==> src/rtl/vga_debug_overlay_if.sv <==
// Debug-bus inputs and VGA pin outputs of the overlay renderer.
// The slave side belongs to the renderer; the master side drives the taps and watches the pins.
interface vga_debug_overlay_if #(
  parameter int NUM_CH = 11,
  parameter int REG_W  = 16
);
  logic [NUM_CH*REG_W-1:0] channels;
  logic                    freeze;
  logic                    hsync;
  logic                    vsync;
  logic [2:0]              r;
  logic [2:0]              g;
  logic [2:0]              b;

  modport master (
    output channels,
    output freeze,
    input  hsync,
    input  vsync,
    input  r,
    input  g,
    input  b
  );

  modport slave (
    input  channels,
    input  freeze,
    output hsync,
    output vsync,
    output r,
    output g,
    output b
  );
endinterface

==> src/rtl/vga_debug_overlay.sv <==
// VGA text overlay: per-frame snapshot of an N-channel debug bus rendered as hex rows,
// recently changed channels in red. Two pipeline stages after the raster counters.
module vga_debug_overlay #(
  parameter int NUM_CH       = 11,
  parameter int REG_W        = 16,
  parameter int ORIGIN_X     = 200,
  parameter int ORIGIN_Y     = 50,
  parameter int HOLD_FRAMES  = 30,
  parameter int H_VIS        = 640,
  parameter int H_SYNC_START = 656,
  parameter int H_SYNC_END   = 752,
  parameter int H_TOTAL      = 800,
  parameter int V_VIS        = 480,
  parameter int V_SYNC_START = 490,
  parameter int V_SYNC_END   = 492,
  parameter int V_TOTAL      = 525
) (
  input  logic               clk,
  input  logic               rst,
  vga_debug_overlay_if.slave bus
);
  localparam int HW     = $clog2(H_TOTAL);
  localparam int VW     = $clog2(V_TOTAL);
  localparam int NDIG   = REG_W / 4;
  localparam int HOLD_W = $clog2(HOLD_FRAMES + 1);

  logic [HW-1:0]     h_q, h_d;
  logic [VW-1:0]     v_q, v_d;
  logic [REG_W-1:0]  snap_q [NUM_CH];
  logic [REG_W-1:0]  snap_d [NUM_CH];
  logic [HOLD_W-1:0] hold_q [NUM_CH];
  logic [HOLD_W-1:0] hold_d [NUM_CH];
  logic              snap_evt;

  always_comb begin
    h_d = h_q + 1'b1;
    v_d = v_q;
    if (h_q == HW'(H_TOTAL - 1)) begin
      h_d = '0;
      v_d = (v_q == VW'(V_TOTAL - 1)) ? '0 : v_q + 1'b1;
    end
  end

  // Snapshot on the first pixel of vertical blanking so the visible text never tears.
  assign snap_evt = (h_q == '0) && (v_q == VW'(V_VIS));

  always_comb begin
    for (int i = 0; i < NUM_CH; i++) begin
      snap_d[i] = snap_q[i];
      hold_d[i] = hold_q[i];
      if (snap_evt) begin
        if (!bus.freeze && (bus.channels[i*REG_W +: REG_W] != snap_q[i]))
          hold_d[i] = HOLD_W'(HOLD_FRAMES);
        else if (hold_q[i] != '0)
          hold_d[i] = hold_q[i] - 1'b1;
        if (!bus.freeze)
          snap_d[i] = bus.channels[i*REG_W +: REG_W];
      end
    end
  end

  always_ff @(posedge clk) begin
    if (rst) begin
      h_q <= '0;
      v_q <= '0;
      for (int i = 0; i < NUM_CH; i++) begin
        snap_q[i] <= '0;
        hold_q[i] <= '0;
      end
    end else begin
      h_q <= h_d;
      v_q <= v_d;
      for (int i = 0; i < NUM_CH; i++) begin
        snap_q[i] <= snap_d[i];
        hold_q[i] <= hold_d[i];
      end
    end
  end

  logic [HW-1:0]    dx;
  logic [VW-1:0]    dy;
  logic             ch_ok, dig_ok, on_d, red_d, hs_d, vs_d;
  logic [REG_W-1:0] sel_val;
  logic [3:0]       nib_d;

  always_comb begin
    dx      = h_q - HW'(ORIGIN_X);
    dy      = v_q - VW'(ORIGIN_Y);
    ch_ok   = 1'b0;
    dig_ok  = 1'b0;
    red_d   = 1'b0;
    sel_val = '0;
    nib_d   = '0;
    if ((h_q < HW'(H_VIS)) && (v_q < VW'(V_VIS)) &&
        (h_q >= HW'(ORIGIN_X)) && (v_q >= VW'(ORIGIN_Y))) begin
      for (int i = 0; i < NUM_CH; i++) begin
        if ((dy >> 4) == VW'(i)) begin
          ch_ok   = 1'b1;
          sel_val = snap_q[i];
          red_d   = (hold_q[i] != '0);
        end
      end
      // Digit 0 is the most significant nibble.
      for (int k = 0; k < NDIG; k++) begin
        if ((dx >> 3) == HW'(k)) begin
          dig_ok = 1'b1;
          nib_d  = sel_val[(NDIG-1-k)*4 +: 4];
        end
      end
    end
    on_d = ch_ok && dig_ok;
    hs_d = !((h_q >= HW'(H_SYNC_START)) && (h_q < HW'(H_SYNC_END)));
    vs_d = !((v_q >= VW'(V_SYNC_START)) && (v_q < VW'(V_SYNC_END)));
  end

  logic       on1_q, red1_q, hs1_q, vs1_q;
  logic [3:0] nib1_q;
  logic [2:0] row1_q, col1_q;

  always_ff @(posedge clk) begin
    if (rst) begin
      on1_q  <= 1'b0;
      red1_q <= 1'b0;
      hs1_q  <= 1'b1;
      vs1_q  <= 1'b1;
      nib1_q <= '0;
      row1_q <= '0;
      col1_q <= '0;
    end else begin
      on1_q  <= on_d;
      red1_q <= red_d;
      hs1_q  <= hs_d;
      vs1_q  <= vs_d;
      nib1_q <= nib_d;
      row1_q <= dy[3:1];
      col1_q <= dx[2:0];
    end
  end

  // 8x8 hex font, row 0 in the top byte, bit 7 = leftmost pixel.
  function automatic logic [63:0] glyph(input logic [3:0] n);
    case (n)
      4'h0:    glyph = 64'h3C666E7666663C00;
      4'h1:    glyph = 64'h1838181818187E00;
      4'h2:    glyph = 64'h3C66060C30607E00;
      4'h3:    glyph = 64'h3C66061C06663C00;
      4'h4:    glyph = 64'h0C1C3C6C7E0C0C00;
      4'h5:    glyph = 64'h7E607C0606663C00;
      4'h6:    glyph = 64'h3C60607C66663C00;
      4'h7:    glyph = 64'h7E060C1818181800;
      4'h8:    glyph = 64'h3C66663C66663C00;
      4'h9:    glyph = 64'h3C66663E060C3800;
      4'hA:    glyph = 64'h183C66667E666600;
      4'hB:    glyph = 64'h7C66667C66667C00;
      4'hC:    glyph = 64'h3C66606060663C00;
      4'hD:    glyph = 64'h786C6666666C7800;
      4'hE:    glyph = 64'h7E60607C60607E00;
      default: glyph = 64'h7E60607C60606000;
    endcase
  endfunction

  logic [63:0] gly;
  logic [7:0]  gly_row;
  logic        lit;

  always_comb begin
    gly     = glyph(nib1_q);
    gly_row = gly[{~row1_q, 3'b000} +: 8];
    lit     = on1_q && gly_row[~col1_q];
  end

  logic       hsync_q, vsync_q;
  logic [2:0] r_q, g_q, b_q;

  always_ff @(posedge clk) begin
    if (rst) begin
      hsync_q <= 1'b1;
      vsync_q <= 1'b1;
      r_q     <= '0;
      g_q     <= '0;
      b_q     <= '0;
    end else begin
      hsync_q <= hs1_q;
      vsync_q <= vs1_q;
      r_q     <= lit ? 3'd7 : 3'd0;
      g_q     <= (lit && !red1_q) ? 3'd7 : 3'd0;
      b_q     <= (lit && !red1_q) ? 3'd7 : 3'd0;
    end
  end

  assign bus.hsync = hsync_q;
  assign bus.vsync = vsync_q;
  assign bus.r     = r_q;
  assign bus.g     = g_q;
  assign bus.b     = b_q;
endmodule

==> src/flat_wrapper.sv <==
// flat-port wrapper written by rule: the top's interface ports become plain ports
module vga_debug_overlay_flat 
#(
  parameter int NUM_CH       = 11,
  parameter int REG_W        = 16,
  parameter int ORIGIN_X     = 200,
  parameter int ORIGIN_Y     = 50,
  parameter int HOLD_FRAMES  = 30,
  parameter int H_VIS        = 640,
  parameter int H_SYNC_START = 656,
  parameter int H_SYNC_END   = 752,
  parameter int H_TOTAL      = 800,
  parameter int V_VIS        = 480,
  parameter int V_SYNC_START = 490,
  parameter int V_SYNC_END   = 492,
  parameter int V_TOTAL      = 525
)
  (clk, rst, bus_channels, bus_freeze, bus_hsync, bus_vsync, bus_r, bus_g, bus_b);
  vga_debug_overlay_if #(.NUM_CH(NUM_CH), .REG_W(REG_W)) bus_i ();
  input  logic clk;
  input  logic rst;
  input wire logic [$bits(bus_i.channels)-1:0] bus_channels;
  input wire logic [$bits(bus_i.freeze)-1:0] bus_freeze;
  output wire logic [$bits(bus_i.hsync)-1:0] bus_hsync;
  output wire logic [$bits(bus_i.vsync)-1:0] bus_vsync;
  output wire logic [$bits(bus_i.r)-1:0] bus_r;
  output wire logic [$bits(bus_i.g)-1:0] bus_g;
  output wire logic [$bits(bus_i.b)-1:0] bus_b;
  assign bus_i.channels = bus_channels;
  assign bus_i.freeze = bus_freeze;
  assign bus_hsync = bus_i.hsync;
  assign bus_vsync = bus_i.vsync;
  assign bus_r = bus_i.r;
  assign bus_g = bus_i.g;
  assign bus_b = bus_i.b;
  vga_debug_overlay #(.NUM_CH(NUM_CH), .REG_W(REG_W), .ORIGIN_X(ORIGIN_X), .ORIGIN_Y(ORIGIN_Y), .HOLD_FRAMES(HOLD_FRAMES), .H_VIS(H_VIS), .H_SYNC_START(H_SYNC_START), .H_SYNC_END(H_SYNC_END), .H_TOTAL(H_TOTAL), .V_VIS(V_VIS), .V_SYNC_START(V_SYNC_START), .V_SYNC_END(V_SYNC_END), .V_TOTAL(V_TOTAL)) u_core (.clk(clk), .rst(rst), .bus(bus_i));
endmodule
==> config.mk <==
export PLATFORM = sky130hd
export DESIGN_NAME = vga_debug_overlay_flat
export DESIGN_NICKNAME = d
export VERILOG_FILES = /design/src/rtl/vga_debug_overlay_if.sv /design/src/rtl/vga_debug_overlay.sv /design/src/flat_wrapper.sv
export SDC_FILE = /design/constraint.sdc
export NUM_CORES = 1
export LEC_CHECK = 0
export ABC_AREA = 1
export BUFFER_PORTS_ARGS = -buffer_cell sky130_fd_sc_hd__buf_2
export CORE_UTILIZATION = 60
export DETAILED_ROUTE_END_ITERATION = 6
export PLACE_DENSITY_LB_ADDON = 0.3
export SETUP_SLACK_MARGIN = 0.4
export SKIP_CTS_REPAIR_TIMING = 1
export SYNTH_ARGS = -nofsm -noshare
export SYNTH_HDL_FRONTEND = slang
export SYNTH_SLANG_ARGS = --single-unit
export TNS_END_PERCENT = 10
==> constraint.sdc <==
create_clock -name clk -period 8.35 [get_ports clk]
set_input_delay 0.835 -clock clk [delete_from_list [all_inputs] [get_ports clk]]
set_output_delay 0.835 -clock clk [all_outputs]
set_load 0.01 [all_outputs]
==> impl_metrics.json, run 1 <==
{
  "status": "completed",
  "portBuffers": 189,
  "drtPass1Iterations": 6,
  "fin_area_um2": 19310,
  "grt_usage_pct": 36.25,
  "pwr-share-comb_pct": 5.5,
  "cts_root_buf": "clkbuf_16",
  "synth_common_cells": "498 x nand2_1, 342 x inv_1, 303 x dfxtp_1",
  "ys_top_cells_by_area": "dfxtp_1 35%, nand2_1 11%, o21ai_0 8.0%",
  "vias_per_cell": 5.749,
  "post-route-util_pct": 69.12,
  "finalNonFillerCells": 3107,
  "clock_power_share_pct": 49.7,
  "antenna_found_initial": 1,
  "path_max_fanout": 32,
  "nets": 2919,
  "yosysSeqAreaShare_pct": 35.46,
  "cts.path.max_buffers": 3,
  "finalMaxSlewViolations": 0,
  "synth_top_cell_area_share_pct": 35.46,
  "syn_inst": 2575,
  "yosysWarnings": 0,
  "setup_violations": 0,
  "synth_area_leader_cell": "dfxtp_1",
  "fin_tns_setup_ns": 0,
  "cp_slowest_cell": "a21oi_1",
  "vdd_drop_max_mv": 0.1177,
  "routedWlPerCell_um": 17.20,
  "gp_congestion": 0.9433,
  "p_int_uw": 2484,
  "post-dp-hpwl_mm": 39.05,
  "clock_latency_ns": 0.52,
  "ant_nets": 0,
  "rsz0062_at_grt": "false",
  "p_sw_uw": 753.7,
  "p_leak_uw": 0.009115,
  "placed_cells": 3043,
  "final_hold_viol_count": 0,
  "start_kind": "flop",
  "overflow": 0,
  "finalPower_uw": 3238,
  "synth.most_common_cell": "nand2_1",
  "io_pins": 190,
  "vias": 17860,
  "path_cells": "inv_1, ha_1, nand2_4, nand2_4, nand3_1, nand2_2, nor2_8, nand2_1, inv_1, nand3_1, inv_1, nand2_1, nand2_1, inv_1, nand4_1, nand2_1, inv_1, nand2_1, a21oi_1, ha_1, inv_1, nand3_2, nand2_1, a21oi_1",
  "cp.arrival_ns": 4.88,
  "synth_nets": 2791,
  "powerDensity_nw_per_um2": 167.7,
  "synth_cell_type_count": 48,
  "cts_tree": "yes",
  "synth_edf_count": 0,
  "switching_share_pct": 23.28,
  "crit_required_ns": 8.74,
  "cts.sinks": 303,
  "placed_area_um2": 18100,
  "routed_wl_mm": 53.43,
  "initial_core_util_pct": 61.23,
  "crit_path_end_kind": "flop",
  "die_h_um": 170.8,
  "placementRows": 61,
  "die_w_um": 170.8,
  "post-route-min-period_ns": 4.491,
  "final_layout_size_suffix_gt1_share_pct": 13.05,
  "crit_type": "flop to flop",
  "cts.clk_slew.worst_paths_ns": 0.06,
  "relSlewSlack_pct": 30.97,
  "timing.fmax_ghz": 0.2227,
  "postSynthAreaPerCell_um2": 6.642,
  "critical-path-max-stage-delay_ns": 0.51,
  "worstHoldPathType": "flop to flop",
  "clock_skew_ns": 0.01922,
  "core_area_um2": 27930,
  "grt_pass1_wl_mm": 84.15,
  "drt-initial-drc-count": 1981,
  "fin_crit_sh_pct": 53.78,
  "grt_pass1_vias": 16470,
  "h-tree-depth": 2,
  "netlist_area_um2": 17100,
  "maxCapViolations": 0,
  "grt_max_degree": 114,
  "async_flop_share_pct": 0,
  "synthFlopType": "dfxtp_1",
  "cts_made_buffers": 36,
  "p_seq_share_pct": 44.8,
  "worstMarginPinSlew_ns": 1.035,
  "drc_errors": 0,
  "synth-seq-cells": 303,
  "area_growth_pct": 12.89,
  "die-area_um2": 29190
}
==> metal layers <==
metal / track usage [%] / vias to the layer above / share of wire (%)
li1: - / 8629 / -
met1: 47.44 / 8204 / 42
met2: 58.39 / 860 / 45
met3: 6.570 / 170 / 9.1
met4: 15.84 / 0 / 4.4
met5: 0 / - / 0
==> final cells by class <==
| cell class | count | area [um2] |
|---|---|---|
| clock inverters | 15 | 163.9 |
| fillers | 2431 | 8626 |
| clock buffers | 48 | 1037 |
| repair buffers | 197 | 1008 |
| multi-input cells | 1807 | 9211 |
| flip-flops and latches | 303 | 6066 |
| diodes | 1 | 2.502 |
| well taps | 378 | 473.0 |
| inverters | 358 | 1346 |
==> logic make-up after synthesis <==
family / share of synthesized area, %
simple gates: 30.55
fa+ha+maj: 2.707
compound gates: 16.06
xor+xnor: 4.455
flops: 35.46
buf+inv: 10.77
==> worst max-delay path, delay by kind of cell (launching register included) <==
family,cells,cell delay (ns)
buffers and inverters,6,0.81
adders and majority gates,2,0.64
DFF,1,0.43
and+or+nand+nor,14,1.93
AOI/OAI and AO/OA,2,0.55
==> cells in the final DEF, fill, tap and decap left out, types with 7 or more instances in the layout <==
| cell type | count |
|---|---|
| a21oi_1 | 146 |
| a311oi_1 | 10 |
| a31oi_1 | 23 |
| buf_2 | 188 |
| buf_4 | 9 |
| clkbuf_16 | 37 |
| clkbuf_8 | 7 |
| clkinv_2 | 8 |
| dfxtp_1 | 303 |
| ha_1 | 37 |
| inv_1 | 341 |
| inv_2 | 13 |
| nand2_1 | 497 |
| nand2_2 | 18 |
| nand3_1 | 123 |
| nand4_1 | 44 |
| nor2_1 | 259 |
| nor2_2 | 7 |
| nor3_1 | 125 |
| nor3b_1 | 7 |
| nor4_1 | 25 |
| o21ai_0 | 275 |
| o21ai_1 | 7 |
| o22ai_1 | 15 |
| or2_2 | 44 |
| xnor2_1 | 26 |
| xor2_1 | 61 |
==> sequential cells by signal (all words and copies together), names as in the netlist, 3 cells and up <==
name,count
u_core.col1_q,3
u_core.gly,38
u_core.h_q,10
u_core.hold_q,55
u_core.row1_q,3
u_core.snap_q,176
u_core.v_q,10
==> path summary, 6_finish.rpt <==
kind / startpoint / end / slack, ns / depth (start not counted)
setup / recovery: u_core.v_q[1]$_SDFFE_PP0P_ / u_core.gly[17]$_DFF_P_ / 3.86 / 24
hold / removal: u_core.hs1_q$_SDFF_PP1_ / u_core.bus.hsync$_SDFF_PP1_ / 0.41 / 1
setup reg to reg: u_core.v_q[1]$_SDFFE_PP0P_ / u_core.gly[17]$_DFF_P_ / 3.86 / 24
hold reg to reg: u_core.hs1_q$_SDFF_PP1_ / u_core.bus.hsync$_SDFF_PP1_ / 0.41 / 1
==> power groups by stage <==
stage	clock network (uW)	logic (uW)	registers (uW)
after global placement	0	170	1480
after detailed placement	0	172	1480
after global routing	1670	194	1450
final	1610	178	1450
after floorplan	0	92.2	1480
after CTS	1610	174	1450
==> through the flow <==
stage                     hold slack, ns  setup slack [ns]
after floorplan                   0.3763             5.165
after CTS                         0.4061             3.923
after global routing              0.4250             3.452
after global placement            0.3911             4.067
final                             0.4062             3.859
after detailed placement          0.3934             3.977
Power figures use the tool's default switching activity.
==> run 2, diff against run 1 <==
Clock period 8.35 ns to 4.25 ns, I/O delays scaled along.
==> impl_metrics.json, run 2 (synthesis gave the netlist of run 1 again) <==
{
  "status": "completed",
  "critPathTopFamily": "simple AND/OR/NAND/NOR gates",
  "gp_congestion": 1.007,
  "path_cells": "nand2_1, inv_2, nand2_2, nand3_1, nand2_2, nor2_8, nand2_1, nor2_2, nand2_1, buf_4, or2_2, nand2_1, nand3_1, nand3_2, nand2_1, nand2_2, ha_4, inv_1, nand3_2, nand2_1, a21oi_1",
  "drc_errors": 0,
  "fin_tns_setup_ns": 0,
  "die_h_um": 170.8,
  "cts_root_buf": "clkbuf_16",
  "post-route-util_pct": 69.73,
  "placed_area_um2": 18220,
  "cp_common_cell": "nand2_1",
  "drtPass1Iterations": 7,
  "timing.fmax_ghz": 0.2765,
  "overflow": 0,
  "fin_area_um2": 19480,
  "grt_pass1_vias": 16370,
  "powerDensity_nw_per_um2": 316.4,
  "vdd_drop_max_mv": 0.3079,
  "path_max_fanout": 14,
  "area_growth_pct": 13.88,
  "setup_violations": 0,
  "worstMarginPinSlew_ns": 0.9174,
  "regMostFlops": "u_core.snap_q",
  "clock_skew_ns": 0.01348,
  "clock_latency_ns": 0.52,
  "rsz0062_at_grt": "true",
  "relSlewSlack_pct": 38.84,
  "die_w_um": 170.8,
  "r2r_slack_ns": 0.63,
  "routed_wl_mm": 54.42,
  "start_kind": "flop",
  "post-route-min-period_ns": 3.616,
  "hold_end": "u_core.snap_q[5][6]$_SDFFE_PP0P_",
  "p_leak_uw": 0.009215,
  "r2r_start": "u_core.v_q[4]$_SDFFE_PP0P_",
  "finalMaxSlewViolations": 0,
  "crit_required_ns": 4.64,
  "largest_register_ffs": 176,
  "min_from": "bus_channels[86]",
  "cts.sinks": 303,
  "critPathBufInv": 3,
  "routedWlPerCell_um": 17.45,
  "grt_max_degree": 98,
  "final_cell_mix": "494 x nand2_1, 337 x inv_1, 301 x dfxtp_1, 274 x o21ai_0, 255 x nor2_1",
  "critical-path-max-stage-delay_ns": 0.52,
  "holdPathStages": 3,
  "vias": 17940,
  "nets": 2932,
  "io_pins": 190,
  "cts_tree": "yes",
  "crit_path_end_kind": "flop",
  "post-dp-hpwl_mm": 40.63,
  "cts.clk_slew.worst_paths_ns": 0.06,
  "worstHoldPathType": "primary input to flop",
  "cp_slowest_cell": "dfxtp_1",
  "fin_crit_sh_pct": 85.09,
  "final_common_cell": "nand2_1",
  "path_depth": 21,
  "drt-initial-drc-count": 1849,
  "placementRows": 61,
  "final_layout_size_suffix_gt1_share_pct": 13.99,
  "final_hold_viol_count": 0,
  "crit_type": "flop to flop",
  "cts_made_buffers": 34,
  "r2r_cells": 21,
  "maxCapViolations": 0,
  "h-tree-depth": 2,
  "grt_pass1_wl_mm": 85.02,
  "antenna_found_initial": 4,
  "die-area_um2": 29190,
  "vias_per_cell": 5.752,
  "core_area_um2": 27930,
  "cp.arrival_ns": 4.01,
  "grt_usage_pct": 37.13,
  "finalPower_uw": 6162,
  "portBuffers": 189,
  "initial_core_util_pct": 61.23,
  "cts.path.max_buffers": 3,
  "fin_hold_ws_ns": 0.1640,
  "r2r_end": "u_core.gly[17]$_DFF_P_",
  "ant_nets": 0
}
==> run 2: cell count changes in the layout (fill, tap and decap cells not counted), moves of 3 or more <==
cell / previous run / this run
buf_4: 9 / 21
inv_1: 341 / 337
nand2_4: 5 / 9
nor2_1: 259 / 255
nand2_1: 497 / 494
nor2_2: 7 / 10
==> run 2: worst max-delay path by stage <==
stage	start	end	slack [ns]
4_1_cts	u_core.v_q[1]$_SDFFE_PP0P_	u_core.gly[17]$_DFF_P_	0.29
3_5_place_dp	u_core.v_q[1]$_SDFFE_PP0P_	u_core.gly[17]$_DFF_P_	0.35
3_3_place_gp	u_core.v_q[1]$_SDFFE_PP0P_	u_core.gly[17]$_DFF_P_	0.42
5_1_grt	u_core.v_q[1]$_SDFFE_PP0P_	u_core.gly[42]$_DFF_P_	0.35
6_report	u_core.v_q[4]$_SDFFE_PP0P_	u_core.gly[17]$_DFF_P_	0.63
2_1_floorplan	u_core.v_q[1]$_SDFFE_PP0P_	u_core.gly[17]$_DFF_P_	1.07
==> run 2: per-layer routing <==
metal / routed length, um / vias to the layer above / track usage [%] / share of wire, %
met1: 22340 / 8284 / 48.38 / 41
met2: 24750 / 833 / 59.57 / 45
met3: 4882 / 151 / 6.500 / 9.0
met5: 29 / - / 0 / 0.053
met4: 2403 / 4 / 17.55 / 4.4
li1: - / 8668 / - / -
==> run 2: final cells by class <==
class / instances / area (um2)
Timing Repair Buffer: 212 / 1164
Inverter: 358 / 1355
Clock buffer: 49 / 1041
Tap cell: 378 / 473.0
Sequential cell: 303 / 6068
Clock inverter: 9 / 76.32
Multi-Input combinational cell: 1807 / 9293
Antenna cell: 3 / 7.507
Fill cell: 2424 / 8457
==> run 2: through the flow <==
step / setup slack (ns) / instances
detailed placement: 0.3533 / 3057
global placement: 0.4232 / 3057
global route: 0.3510 / 3117
floorplan: 1.065 / 2575
finish: 0.6335 / 3119
CTS: 0.2931 / 3115
==> run 2: report_power, final <==
part	internal (uW)	total, uW	switching (uW)	leakage (uW)
combinational	137	355	218	0.00622
sequential	2850	2850	7.65	0.00244
clock	1760	2950	1190	0.000554
total	4740	6160	1420	0.00921
==> run 2: worst min-delay path, delay by kind of cell <==
kind,cells,cell delay (ns)
AO/OA/AOI/OAI,1,0.10
buffers and inverters,2,0.11
==> run 3, diff against run 2 <==
Settings changed: PLACE_DENSITY set to 0.78, PLACE_DENSITY_LB_ADDON 0.3 to not set.
==> impl_metrics.json, run 3 (synthesis gave the netlist of run 1 again) <==
{
  "regMostFlops": "u_core.snap_q",
  "drc_errors": 0,
  "p_leak_uw": 0.009261,
  "powerDensity_nw_per_um2": 318.8,
  "drtPass1Iterations": 6,
  "cts_made_buffers": 36,
  "overflow": 0,
  "die-area_um2": 29190,
  "vdd_drop_max_mv": 0.2575,
  "h-tree-depth": 2,
  "crit_type": "flop to flop",
  "clock_skew_ns": 0.01325,
  "io_pins": 190,
  "timing.fmax_ghz": 0.2810,
  "post-route-min-period_ns": 3.559,
  "routed_wl_mm": 54.82,
  "path_cells": "inv_1, nand2_1, o21ai_2, o21ai_0, nand2_1, o211ai_1, nor2_1, inv_1, nor3_1, buf_4, o21ai_0, inv_1, nand2_1, nand2_1, nand3_1, a21oi_2, ha_1, nand2_1, nand2_1, inv_1, nand2_1, nand2_1",
  "fin_crit_sh_pct": 83.74,
  "fin_hold_ws_ns": 0.1652,
  "maxCapViolations": 0,
  "largest_register_ffs": 176,
  "placed_cells": 3055,
  "holdPathStages": 3,
  "grt_pass1_wl_mm": 85.62,
  "cts_root_buf": "clkbuf_16",
  "area_growth_pct": 14.48,
  "r2r_cells": 22,
  "rsz0062_at_grt": "false",
  "r2r_slack_ns": 0.69,
  "cp_slowest_cell": "nor2_1",
  "post-dp-hpwl_mm": 40.20,
  "hold_end": "u_core.snap_q[0][5]$_SDFFE_PP0P_",
  "r2r_start": "u_core.h_q[5]$_SDFF_PP0_",
  "fin_tns_setup_ns": 0,
  "final_cell_mix": "493 x nand2_1, 338 x inv_1, 301 x dfxtp_1, 275 x o21ai_0, 256 x nor2_1",
  "worstMarginPinSlew_ns": 0.9478,
  "fillerInstances": 2443,
  "setup_violations": 0,
  "cts.sinks": 303,
  "critPathTopFamily": "simple AND/OR/NAND/NOR gates",
  "cts_tree": "yes",
  "cp.arrival_ns": 3.98,
  "core_area_um2": 27930,
  "clock_latency_ns": 0.52,
  "finalNonFillerCells": 3134,
  "placementRows": 61,
  "relSlewSlack_pct": 36.81,
  "crit_required_ns": 4.67,
  "r2r_end": "u_core.gly[18]$_DFF_P_",
  "gp_congestion": 0.9938,
  "crit_path_end_kind": "flop",
  "cp_common_cell": "nand2_1",
  "grt_pass1_vias": 16410,
  "die_h_um": 170.8,
  "cts.clk_slew.worst_paths_ns": 0.07,
  "min_from": "bus_channels[5]",
  "start_kind": "flop",
  "die_w_um": 170.8,
  "critical-path-max-stage-delay_ns": 0.35,
  "final_layout_size_suffix_gt1_share_pct": 14.20,
  "nets": 2945,
  "grt_max_degree": 102,
  "critPathBufInv": 5,
  "path_max_fanout": 6,
  "ant_nets": 0,
  "vias_per_cell": 5.755,
  "grt_usage_pct": 37.19,
  "final_hold_viol_count": 0,
  "portBuffers": 189,
  "antenna_found_initial": 2,
  "status": "completed",
  "routedWlPerCell_um": 17.49,
  "initial_core_util_pct": 61.23,
  "vias": 18040,
  "post-route-util_pct": 70.10,
  "finalMaxSlewViolations": 0,
  "final_common_cell": "nand2_1",
  "worstHoldPathType": "primary input to flop",
  "drt-initial-drc-count": 2112,
  "cts.path.max_buffers": 3
}
-- run 3: cell types whose count changed in the layout (fill, tap and decap cells not counted), sizes merged --
cell,previous run,this run
nor2,270,271
buf,211,222
bufinv,1,2
diode,3,2
clkbuf,50,52
inv,354,355
-- run 3: cell type report --
cell class | instances | area (um2) | share of cell area, %
multi-input combinational | 1808 | 9299 | 47.49
sequential | 303 | 6068 | 30.99
inverter | 358 | 1356 | 6.927
timing repair buffer | 222 | 1234 | 6.300
clock buffer | 52 | 1032 | 5.272
tap | 378 | 473.0 | 2.415
clock inverter | 11 | 113.9 | 0.5815
antenna | 2 | 5.005 | 0.02556
-- run 3: worst max-delay path by stage --
| stage | start | end | slack [ns] | cells after the start |
|---|---|---|---|---|
| 3_5_place_dp | u_core.v_q[1]$_SDFFE_PP0P_ | u_core.gly[17]$_DFF_P_ | 0.31 | 26 |
| 5_1_grt | u_core.v_q[2]$_SDFFE_PP0P_ | u_core.gly[42]$_DFF_P_ | 0.41 | 28 |
| 3_3_place_gp | u_core.v_q[1]$_SDFFE_PP0P_ | u_core.gly[17]$_DFF_P_ | 0.46 | 26 |
| 4_1_cts | u_core.v_q[1]$_SDFFE_PP0P_ | u_core.gly[17]$_DFF_P_ | 0.27 | 26 |
| 6_report | u_core.h_q[5]$_SDFF_PP0_ | u_core.gly[18]$_DFF_P_ | 0.69 | 22 |
| 2_1_floorplan | u_core.v_q[1]$_SDFFE_PP0P_ | u_core.gly[17]$_DFF_P_ | 1.07 | 26 |
-- run 3: stage by stage --
step	setup slack [ns]	power, uW	cell area (um2)
after global routing	0.4149	6403	19580
after detailed placement	0.3134	3262	18210
after global placement	0.4577	3256	18210
after CTS	0.2741	6264	19350
after floorplan	1.065	3092	17100
final	0.6912	6242	19580
-- run 3: power by group --
part	switching, uW	internal, uW	total, uW
clock	1230	1810	3040
sequential	7.95	2850	2850
combinational	216	137	353
-- run 3: routing by layer --
layer	track usage, %	share of wire, %	wire length (um)	vias up
li1	-	-	-	8694
met5	0	0	0	-
met1	49.92	43	23360	8370
met3	5.344	9.0	4907	105
met4	12.50	2.9	1601	0
met2	61.10	46	24960	866
-- run 3: worst register-to-register path, delay by kind of cell, from the launching register on --
family / cells / cell delay [ns]
and+or+nand+nor: 11 / 1.47
DFF: 1 / 0.34
AOI/OAI and AO/OA: 5 / 0.86
buffers and inverters: 5 / 0.57
adders and majority gates: 1 / 0.21
